[src/rtl/ttl_memory_cell_pkg.sv]
// Shared definitions for the TTL memory cell: cell state encoding and default widths.
// Latency: n/a (types and constants only).
// Backpressure: n/a.
//
// Contents:
//   DEF_*_WIDTH   default parameter values used by the cell and its bench
//   cell_state_t  EMPTY / PERSIST (live, no expiry) / TIMED (live, counting down)
//   is_live()     true for any state that holds a valid entry
package ttl_memory_cell_pkg;

  localparam int DEF_KEY_WIDTH   = 8;
  localparam int DEF_VALUE_WIDTH = 64;
  localparam int DEF_TTL_WIDTH   = 32;

  typedef enum logic [1:0] {
    EMPTY   = 2'd0,
    PERSIST = 2'd1,
    TIMED   = 2'd2
  } cell_state_t;

  function automatic logic is_live(input cell_state_t s);
    return (s == PERSIST) || (s == TIMED);
  endfunction

endpackage

[src/rtl/dynamic_register_array.sv]
// Generic register array: synchronous write, synchronous clear, combinational read of the registered contents.
// Latency: a write is visible on rd_dat the cycle after wr_en.
// Backpressure: none; always accepts a write.
//
// Ports:
//   clk, rst_n          clock, synchronous active-low reset (clears all entries)
//   clr                 synchronous clear of all entries, wins over wr_en
//   wr_en/wr_addr/wr_dat  write port
//   rd_addr/rd_dat      read port
module dynamic_register_array
  import ttl_memory_cell_pkg::*;
#(
  parameter int WIDTH = 8,
  parameter int DEPTH = 1,
  parameter int AW    = (DEPTH > 1) ? $clog2(DEPTH) : 1
) (
  input  logic             clk,
  input  logic             rst_n,
  input  logic             clr,
  input  logic             wr_en,
  input  logic [AW-1:0]    wr_addr,
  input  logic [WIDTH-1:0] wr_dat,
  input  logic [AW-1:0]    rd_addr,
  output logic [WIDTH-1:0] rd_dat
);

  logic [WIDTH-1:0] mem [DEPTH];

  always_ff @(posedge clk) begin
    if (!rst_n || clr) begin
      for (int i = 0; i < DEPTH; i++) begin
        mem[i] <= '0;
      end
    end else if (wr_en) begin
      mem[wr_addr] <= wr_dat;
    end
  end

  assign rd_dat = mem[rd_addr];

endmodule

[src/rtl/ttl_counter.sv]
// Down-counter holding the remaining lifetime of an entry, with zero/one flags for expiry detection.
// Latency: load/dec/clr take effect on the next rising edge; flags are combinational from the count.
// Backpressure: none.
//
// Ports:
//   clk, rst_n       clock, synchronous active-low reset (count -> 0)
//   clr              force count to 0 (highest priority after reset)
//   load, load_val   load a new lifetime
//   dec              decrement by one; saturates at 0, never wraps
//   count            current count (registered)
//   is_zero, is_one  count == 0 / count == 1
module ttl_counter
  import ttl_memory_cell_pkg::*;
#(
  parameter int WIDTH = DEF_TTL_WIDTH
) (
  input  logic             clk,
  input  logic             rst_n,
  input  logic             clr,
  input  logic             load,
  input  logic [WIDTH-1:0] load_val,
  input  logic             dec,
  output logic [WIDTH-1:0] count,
  output logic             is_zero,
  output logic             is_one
);

  logic [WIDTH-1:0] cnt_q;

  always_ff @(posedge clk) begin
    if (!rst_n) begin
      cnt_q <= '0;
    end else if (clr) begin
      cnt_q <= '0;
    end else if (load) begin
      cnt_q <= load_val;
    end else if (dec && (cnt_q != '0)) begin
      cnt_q <= cnt_q - 1'b1;
    end
  end

  assign count   = cnt_q;
  assign is_zero = (cnt_q == '0);
  assign is_one  = (cnt_q == {{(WIDTH-1){1'b0}}, 1'b1});

endmodule

[src/rtl/ttl_memory_cell.sv]
// Single key/value cell with optional time-to-live; entry expires after ttl_in ticks, 0 means persistent.
// Latency: writes/deletes/expiry visible one cycle after the op; hit is combinational on the stored state.
// Backpressure: none; every op is accepted in the cycle it is presented.
//
// Ports:
//   clk, rst_n            clock, synchronous active-low reset
//   write_op, delete_op   store key/value/ttl, or invalidate; delete wins over write, write over tick
//   tick                  TTL time-base strobe
//   key_in/value_in/ttl_in  data for write_op (key 0 is reserved and ignored)
//   lookup_key, hit       combinational match against the live stored key
//   key_out/value_out/ttl_out/used_out  registered cell contents
//   expired_pulse         one-cycle pulse in the cycle after a timeout
module ttl_memory_cell
  import ttl_memory_cell_pkg::*;
#(
  parameter int KEY_WIDTH   = DEF_KEY_WIDTH,
  parameter int VALUE_WIDTH = DEF_VALUE_WIDTH,
  parameter int TTL_WIDTH   = DEF_TTL_WIDTH
) (
  input  logic                   clk,
  input  logic                   rst_n,
  input  logic                   write_op,
  input  logic                   delete_op,
  input  logic                   tick,
  input  logic [KEY_WIDTH-1:0]   key_in,
  input  logic [VALUE_WIDTH-1:0] value_in,
  input  logic [TTL_WIDTH-1:0]   ttl_in,
  input  logic [KEY_WIDTH-1:0]   lookup_key,
  output logic                   hit,
  output logic [KEY_WIDTH-1:0]   key_out,
  output logic [VALUE_WIDTH-1:0] value_out,
  output logic [TTL_WIDTH-1:0]   ttl_out,
  output logic                   used_out,
  output logic                   expired_pulse
);

  cell_state_t state_q;
  cell_state_t state_d;

  logic do_wr;
  logic do_tick;
  logic expire;
  logic clr_store;
  logic ttl_dec;
  logic ttl_zero;
  logic ttl_one;
  logic pulse_q;

  // Resolve the per-cycle op priority once, so every storage element sees the
  // same decision: delete > write (non-zero key only) > tick.
  assign do_wr   = write_op && (key_in != '0) && !delete_op;
  // ttl_zero is never true while TIMED; guarding on it keeps a corrupted
  // count from turning a tick into a spurious expiry.
  assign do_tick = tick && (state_q == TIMED) && !ttl_zero && !delete_op && !do_wr;
  assign expire  = do_tick && ttl_one;
  // Expiry clears the stored entry exactly like a delete, but also pulses.
  assign clr_store = delete_op || expire;
  // On the final tick the counter is cleared rather than decremented.
  assign ttl_dec   = do_tick && !ttl_one;

  always_comb begin
    state_d = state_q;
    if (delete_op) begin
      state_d = EMPTY;
    end else if (do_wr) begin
      state_d = (ttl_in == '0) ? PERSIST : TIMED;
    end else if (expire) begin
      state_d = EMPTY;
    end
  end

  always_ff @(posedge clk) begin
    if (!rst_n) begin
      state_q <= EMPTY;
      pulse_q <= 1'b0;
    end else begin
      state_q <= state_d;
      pulse_q <= expire;
    end
  end

  dynamic_register_array #(
    .WIDTH (KEY_WIDTH),
    .DEPTH (1)
  ) u_key_store (
    .clk     (clk),
    .rst_n   (rst_n),
    .clr     (clr_store),
    .wr_en   (do_wr),
    .wr_addr (1'b0),
    .wr_dat  (key_in),
    .rd_addr (1'b0),
    .rd_dat  (key_out)
  );

  dynamic_register_array #(
    .WIDTH (VALUE_WIDTH),
    .DEPTH (1)
  ) u_value_store (
    .clk     (clk),
    .rst_n   (rst_n),
    .clr     (clr_store),
    .wr_en   (do_wr),
    .wr_addr (1'b0),
    .wr_dat  (value_in),
    .rd_addr (1'b0),
    .rd_dat  (value_out)
  );

  // A write loads ttl_in as-is even if a tick arrives in the same cycle.
  ttl_counter #(
    .WIDTH (TTL_WIDTH)
  ) u_ttl (
    .clk      (clk),
    .rst_n    (rst_n),
    .clr      (clr_store),
    .load     (do_wr),
    .load_val (ttl_in),
    .dec      (ttl_dec),
    .count    (ttl_out),
    .is_zero  (ttl_zero),
    .is_one   (ttl_one)
  );

  assign used_out      = is_live(state_q);
  assign expired_pulse = pulse_q;
  assign hit           = used_out && (lookup_key == key_out) && (lookup_key != '0);

endmodule
[config.mk]
export PLATFORM = sky130hd
export DESIGN_NAME = ttl_memory_cell
export DESIGN_NICKNAME = d
export VERILOG_FILES = /design/src/rtl/ttl_memory_cell_pkg.sv /design/src/rtl/dynamic_register_array.sv /design/src/rtl/ttl_counter.sv /design/src/rtl/ttl_memory_cell.sv
export SDC_FILE = /design/constraint.sdc
export NUM_CORES = 1
export LEC_CHECK = 0
export CORE_UTILIZATION = 40
export CTS_BUF_LIST = sky130_fd_sc_hd__clkbuf_16
export CTS_CLUSTER_SIZE = 40
export DETAILED_ROUTE_END_ITERATION = 12
export PLACE_DENSITY = 0.85
export SYNTH_ARGS = -nofsm -noshare
export SYNTH_HDL_FRONTEND = slang
export SYNTH_SLANG_ARGS = --single-unit
[constraint.sdc]
create_clock -name clk -period 8.6 [get_ports clk]
set_clock_uncertainty 0.2 [all_clocks]
set_input_delay 1.29 -clock clk [delete_from_list [all_inputs] [get_ports clk]]
set_output_delay 1.29 -clock clk [all_outputs]
set_load 0.01 [all_outputs]
# Word-level counts from Yosys, hierarchy flattened
# Memories as Yosys holds them, arrays and structs flattened.
# Cells that the tools add are included.
# word_totals
ram_bits	72
inputBits	117
out_inout_bits	107
register_bits	35
memories	2
wordCells	55
# memory_table
name	depth	width	read_ports	rd_ports_with_merged_regs	wr	line	text
u_value_store.mem	1	64	1	0	1	dynamic_register_array.sv:27	logic [WIDTH-1:0] mem [DEPTH];
u_key_store.mem	1	8	1	0	1	dynamic_register_array.sv:27	
# classes
bitwise	1
muxes	14
n_eq_ne	4
reduce_logical	30
addsub	1
# op_table
op	n
32-bit zero test	2
32-bit 2-to-1 mux	2
64-bit 2-to-1 mux	1
64-bit OR reduction	1
32-bit by 1-bit == test with 1-bit output, second input constant	1
32-bit nonzero test	1
32-bit by 1-bit subtractor with 32-bit output, second input constant	1
8-bit nonzero test	2
1-bit logical AND	11
8-bit == test	1
8-bit 2-to-1 mux	1
8-bit OR reduction	1
1-bit 2-to-1 mux	7
2-bit 2-to-1 mux	3
1-bit zero test	5
2-bit nonzero test	2
2-bit OR reduction	2
1-bit logical OR	3
2-bit by 1-bit == test with 1-bit output, second input constant	1
2-bit == test, second input constant	1
1-bit NOT	1

# Depth between registers and ports, before layout
# Gate-level depths: netlist (run 1).
# depth
ltp_word	12
ltp_mapped	9
ltp_nobuf	8

# Modules after synthesis
# A second synthesis (run 1) with hierarchy kept.
# unflattened
hier_cells	467
area_unflattened_um2	5595.4
# by_module_without_submodules
mod	area_per_inst_um2	seq_area_each_um2	cells_each	n_inst
dynamic_register_array at u_value_store	2716.4	1921.8	150	1
ttl_counter	2130.8	640.6	251	1
ttl_memory_cell	409.1	60.1	49	1
dynamic_register_array at u_key_store	339.1	240.2	17	1

# Worst setup path before layout (run 1)
# OpenSTA, ideal clock, no wires.
# synth_timing
path_type	in2reg
from	input port key_in[1]
to	register u_ttl.cnt_q[14], in the netlist u_ttl.count[14]
t_arrival_ns	4.538
setup_slack_ns	3.640
required_ns	8.178
path_stages	6
setup_ns	0.222
path_cell_list	or4_1 o21a_1 nor3_2 a31o_2 nand2b_1 o21ai_0
# synth_via
elab_chain_cells	8
# synth_lines
item	line	text
from (decl)	ttl_memory_cell.sv:25	input logic [KEY_WIDTH-1:0] key_in,
8-bit nonzero test (*)	ttl_memory_cell.sv:51	assign do_wr = write_op && (key_in != '0) && !delete_op;
1-bit logical AND (*) (2 in series)	ttl_memory_cell.sv:51	
1-bit zero test	ttl_memory_cell.sv:54	assign do_tick = tick && (state_q == TIMED) && !ttl_zero && !delete_op && !do_wr;
1-bit logical AND	ttl_memory_cell.sv:54	
1-bit logical AND, on equally long branches	ttl_memory_cell.sv:59, ttl_memory_cell.sv:55	
1-bit logical AND / 1-bit logical OR (equally long branches)	ttl_counter.sv:37, ttl_memory_cell.sv:57	
2-bit nonzero test (no line) / 2-bit OR reduction (equally long branches)	--	
to (signal assigned)	ttl_counter.sv:36	cnt_q <= load_val;
to (signal assigned)	ttl_counter.sv:38	cnt_q <= cnt_q - 1'b1;
to (decl)	ttl_counter.sv:28	logic [WIDTH-1:0] cnt_q;
# Mark *: on every way between the ends. The rest lies on a longest branch, timed or not.
# A chain may end at the register's enable or synchronous reset.

# Worst setup path after layout (run 1)
# layout_timing
from	input port key_in[1]
to	memory u_value_store.mem[0][30] (netlist name), enable pin
# layout_via
elab_chain_cells	12
# layout_lines
item	line	text
8-bit nonzero test (*)	ttl_memory_cell.sv:51	
1-bit logical AND (*) (2 in series)	ttl_memory_cell.sv:51	
1-bit zero test	ttl_memory_cell.sv:54	
1-bit logical AND	ttl_memory_cell.sv:54	
1-bit logical AND	ttl_memory_cell.sv:55	assign expire = do_tick && ttl_one;
1-bit logical OR	ttl_memory_cell.sv:57	assign clr_store = delete_op || expire;
1-bit logical OR	dynamic_register_array.sv:30	if (!rst_n || clr) begin
1-bit 2-to-1 mux	dynamic_register_array.sv:30	
1-bit 2-to-1 mux (implied by the code)	dynamic_register_array.sv:35	mem[wr_addr] <= wr_dat;
64-bit OR reduction (no line)	--	
1-bit 2-to-1 mux (no line) (*)	--	
to (decl)	dynamic_register_array.sv:27	
# Marks and branches as above.

==> results.ini, run 1 <==
[timing]
fmax_mhz = 206
hold_viol = 0
fin_ws_ns = 3.75
setup_tns_ns = 0
fin_crit_sh = 0.564
finalSetupViolCount = 0
relSlewSlack = 0.232
drv_slew = 0
rsz0062_at_grt = false
worst_slew_pin_slew_ns = 1.15
final.min_clock_period_ns = 4.85

[detailed_routing]
wire_per_inst_um = 18.6
final_antenna_net_count = 0
drtPass1Iterations = 5
vias = 4431
finalWirelength_um = 15100
drc = 0
drt_iter0_drc = 382
via_per_inst = 5.47

[critical_path]
startpoint = key_in[1]
critPathMaxFanout = 74
criticalPathCategory = primary input to flip-flop
worstPathCellList = clkdlybuf4s50_1 -> or4_1 -> o21a_1 -> nor3_2 -> buf_4 -> a31o_2 -> nand2b_4
crit_required_ns = 8.36
start_kind = primary input
arrival_ns = 4.61
worst_path_largest_cell_delay_ns = 0.88
setup.worst_path.end_class = flip-flop
cp_slowest_cell = nand2b_4
reg2reg_from = u_ttl.count[3]

[clock_tree]
cts_tree = done
clock_path_buffers = 2
cts.hold.buffers_added = 0
postCtsSetupRepairBufs = 0
htreeDepth = 3
cts-resized-gates = 0
clk_pin_slew_ns = 0.07
cts_buffers = 9
cts_sinks = 107
clkLatencyLatePin_ns = 0.34
cts_root_buffer = clkbuf_16

[yosys]
synth_area_leaders = edfxtp_1, dfxtp_1, and2_1, a31oi_1, nand2_1
synthArstFlopShare = 0
synth_fp_nets = 565
synth-edff-count = 72
ys_seq_area_frac = 0.581
syn_avg_cell_area_um2 = 11.1
synth_common_cells = and2_1, edfxtp_1, dfxtp_1
syn_inst = 444
ys_types = 54
yosysMostFrequentCell = and2_1
synth_top_area_share = 0.439
yosys_register_bits = 107
ys_warn_count = 0
synthesis.area_mm2 = 0.00493
synth.largest_area_cell = edfxtp_1
synth_ff_type = edfxtp_1

[layout]
fin_util = 0.632
nNetsFinal = 780
fillers = 899
layout-drive-gt1-share = 0.0452
antenna_cells = 0
fin_area_mm2 = 0.00759
syn_to_final_growth_pct = 54.0

[global_route]
antenna_found_initial = 0
grt_pass1_vias = 4336
grt-ovfl-total = 0
grt_max_degree = 75
grt.total_usage = 0.233
met3_usage = 0.0616
met1_usage = 0.279
busiest_layer = met2
grt_pass1_wl_um = 22900
gr-usage-met2 = 0.413

[power]
finalPower_uw = 1200
power_switching_uw = 290
internal-power_uw = 914
p_clk_frac = 0.339
ir_drop_mv = 0.0864
p_per_area_mw_per_mm2 = 159
p_comb_frac = 0.171
swShare = 0.241
leakage_uw = 0.00270
sequentialPowerShare = 0.490

[flow_run]
cap_violations = 0

[hold_path]
hold_class = flip-flop to flip-flop
min_from = state_q[0]

[place]
preCtsSetupSlack_ns = 3.41
gp_congestion = 0.865
dp_hpwl_um = 11300
port_buffers = 223
postPlaceCellArea_mm2 = 0.00730

[die]
initial_utilization = 0.410
rows = 40
core_mm2 = 0.0120
dieWidth_um = 113
die_area_mm2 = 0.0128
die_y_um = 113
io_pins = 224

[status]
outcome = finished clean

[power by group through the flow]
stage / clock, uW / sequential [uW] / combinational, uW
after global placement: 0 / 601 / 201
after detailed placement: 0 / 602 / 205
after floorplan: 0 / 613 / 63.4
final: 408 / 590 / 206
after global routing: 435 / 593 / 219
after CTS: 413 / 591 / 206
[state kept, by name (all words and copies together), names as in the netlist]
name / count
expired_pulse: 1
state_q: 2
u_ttl.count: 32
u_value_store.mem: 64
u_key_store.mem: 8
[through the flow]
step	hold slack (ns)	cells
finish	0.294	810
global route	0.337	810
CTS	0.296	810
detailed placement	0.284	795
global placement	0.275	795
floorplan	0.264	444
[worst max-delay path: cells and delay by family]
family                 cells  cell delay, ns
AND/OR/NAND/NOR            3            1.65
buffers and inverters      2            0.68
AO/OA/AOI/OAI              2            0.92
[kinds of logic (layout without fill, tap and decap cells)]
kind of cell / after synthesis / count (layout) / synth area share
AO/OA/AOI/OAI: 63 / 63 / 0.0866
XOR/XNOR: 15 / 15 / 0.0267
adder cells (fa/ha/maj): 4 / 4 / 0.0102
buffers and inverters: 30 / 249 / 0.0239
flip-flops: 107 / 107 / 0.581
multiplexers: 3 / 3 / 0.00685
AND/OR/NAND/NOR: 222 / 222 / 0.265
[per-layer routing]
metal  routed length [um]  vias up
met5                    0        -
met4                  219        0
met3                 1420       23
met2                 7510      232
met1                 5920     2100
li1                     -     2076
[final cells by class]
cell class | instances | area [um^2] | area share
sequential | 107 | 2860 | 0.377
timing repair buffer | 226 | 2250 | 0.297
multi-input combinational | 307 | 1970 | 0.259
clock buffer | 9 | 225 | 0.0297
tap | 147 | 184 | 0.0242
clock inverter | 6 | 66.3 | 0.00874
inverter | 8 | 30.0 | 0.00396
[path summary, 6_finish.rpt]
check | slack (ns) | end | cells past startpoint
min | 0.29 | state_q[0] | 2
max reg2reg | 4.85 | u_value_store.mem[0][30] | 5
max | 3.75 | u_value_store.mem[0][30] | 7
min reg2reg | 0.29 | state_q[0] | 2
[cell usage in the layout, fill, tap and decap left out, drive strengths merged, types with 2 or more instances in the layout]
| master | n |
|---|---|
| xnor2 | 7 |
| o21ai | 4 |
| xor2 | 8 |
| edfxtp | 72 |
| nand3 | 15 |
| ha | 4 |
| or2 | 3 |
| clkinv | 2 |
| nor4b | 2 |
| inv | 9 |
| a31oi | 18 |
| nor2b | 3 |
| or3 | 8 |
| nand2b | 6 |
| nor2 | 22 |
| o311ai | 4 |
| nor3 | 12 |
| buf | 3 |
| or4 | 6 |
| mux2 | 3 |
| and3 | 3 |
| clkinvlp | 2 |
| nor4 | 16 |
| a211oi | 9 |
| clkbuf | 9 |
| nand2 | 30 |
| dfxtp | 35 |
| clkdlybuf4s50 | 223 |
| nand4b | 4 |
| a21oi | 10 |
| and2 | 73 |
| and4 | 2 |
| nand4 | 15 |
| o211ai | 8 |
| o21a | 2 |
(Power assumes the default switching activity.)
==> run 2, diff against run 1 <==
CORE_UTILIZATION = 38   (was 40)
PLACE_DENSITY = 0.84   (was 0.85)
clock period = 4.4 ns   (was 8.6 ns; I/O delays follow)
==> results.ini, run 2 (synthesis gave the netlist of run 1 again) <==
[die]
io_pins = 224
dieWidth_um = 116
die_area_mm2 = 0.0134
initial_utilization = 0.391
die_y_um = 116
core_mm2 = 0.0126
rows = 41

[hold_path]
min_from = state_q[0]
hold_class = flip-flop to flip-flop
worstHoldPathCells = 2

[timing]
fmax_mhz = 308
hold_ws_ns = 0.322
finalSetupViolCount = 0
worst_slew_pin_slew_ns = 1.14
fin_ws_ns = 1.15
rsz0062_at_grt = false
drv_slew = 0
hold_viol = 0
fin_crit_sh = 0.739
final.min_clock_period_ns = 3.25
setup_tns_ns = 0
relSlewSlack = 0.235

[global_route]
busiest_layer = met2
grt-ovfl-total = 0
gr-usage-met2 = 0.390
grt.total_usage = 0.220
antenna_found_initial = 0
grt_max_degree = 73
met3_usage = 0.0528
grt_pass1_wl_um = 22400
grt_pass1_vias = 4392
met1_usage = 0.265

[critical_path]
startpoint = key_in[1]
reg2reg_from = u_ttl.count[3]
setup.worst_path.end_class = flip-flop
ff2ff_path_depth = 6
criticalPathCategory = primary input to flip-flop
critPathMaxFanout = 33
crit_required_ns = 4.25
arrival_ns = 3.10
start_kind = primary input

[power]
p_comb_frac = 0.168
internal-power_uw = 1850
p_clk_frac = 0.359
ir_drop_mv = 0.150
p_per_area_mw_per_mm2 = 316
sequentialPowerShare = 0.473
power_switching_uw = 583
leakage_uw = 0.00274
swShare = 0.239

[layout]
final_cell_mix = clkdlybuf4s50_1, and2_1, edfxtp_1
layout-drive-gt1-share = 0.0524
mostFrequentLayoutCell = clkdlybuf4s50_1
register_area_mm2 = 0.00286
syn_to_final_growth_pct = 56.1
antenna_cells = 0
largest_reg_flops = 64
fillers = 1057
multiInputGateArea_mm2 = 0.00197
nNetsFinal = 784
regMostFlops = u_value_store.mem

[detailed_routing]
finalWirelength_um = 15000
wire_per_inst_um = 17.8
via_per_inst = 5.29
drtPass1Iterations = 5
drc = 0
vias = 4446
drt_iter0_drc = 263
final_antenna_net_count = 0

[clock_tree]
cts-resized-gates = 0
cts_tree = done
postCtsSetupRepairBufs = 0
cts_root_buffer = clkbuf_16
cts_sinks = 107
htreeDepth = 3
clock_path_buffers = 2
clk_pin_slew_ns = 0.07
clkLatencyLatePin_ns = 0.34
cts_buffers = 9
cts.hold.buffers_added = 0

[place]
preCtsSetupSlack_ns = 0.815
dp_hpwl_um = 11200
gp_congestion = 0.961
port_buffers = 223

[status]
outcome = finished clean

[flow_run]
cap_violations = 0

[run 2: path summary, 6_finish.rpt]
path,end,slack (ns)
worst max-delay path,u_value_store.mem[0][36],1.15
worst max register to register,u_value_store.mem[0][36],1.28
worst min-delay path,state_q[0],0.32
worst min register to register,state_q[0],0.32
[run 2: layer usage]
metal | routed length (um) | vias up
li1 | - | 2081
met1 | 5970 | 2088
met2 | 7370 | 261
met3 | 1420 | 16
met4 | 193 | 0
met5 | 0 | -
[run 2: worst max-delay path: stages]
cell             delay (ns)
clkdlybuf4s50_1        0.43
or4_1                  0.59
o21a_1                 0.27
nor3_2                 0.22
a31o_2                 0.20
nand2b_4               0.42
buf_4                  0.28
[run 2: final cells by class]
class                           count  share of cell area
Clock buffer                        9              0.0293
Clock inverter                      7              0.0127
Inverter                            8             0.00390
Multi-Input combinational cell    307               0.256
Sequential cell                   107               0.372
Tap cell                          172              0.0280
Timing Repair Buffer              230               0.298
[run 2: power by group through the flow]
stage | Clock (uW) | Sequential, uW | Combinational, uW
CTS | 882 | 1150 | 409
floorplan | 0 | 1200 | 124
global placement | 0 | 1170 | 402
detailed placement | 0 | 1170 | 405
global route | 923 | 1160 | 438
finish | 875 | 1150 | 409
[run 2: stage by stage]
stage,total power (uW),util,area (um^2),instances
floorplan,1320,-,4930,444
global placement,1570,0.584,7370,824
detailed placement,1580,0.584,7370,824
CTS,2440,0.610,7700,840
global route,2520,0.610,7700,840
finish,2440,0.610,7700,840
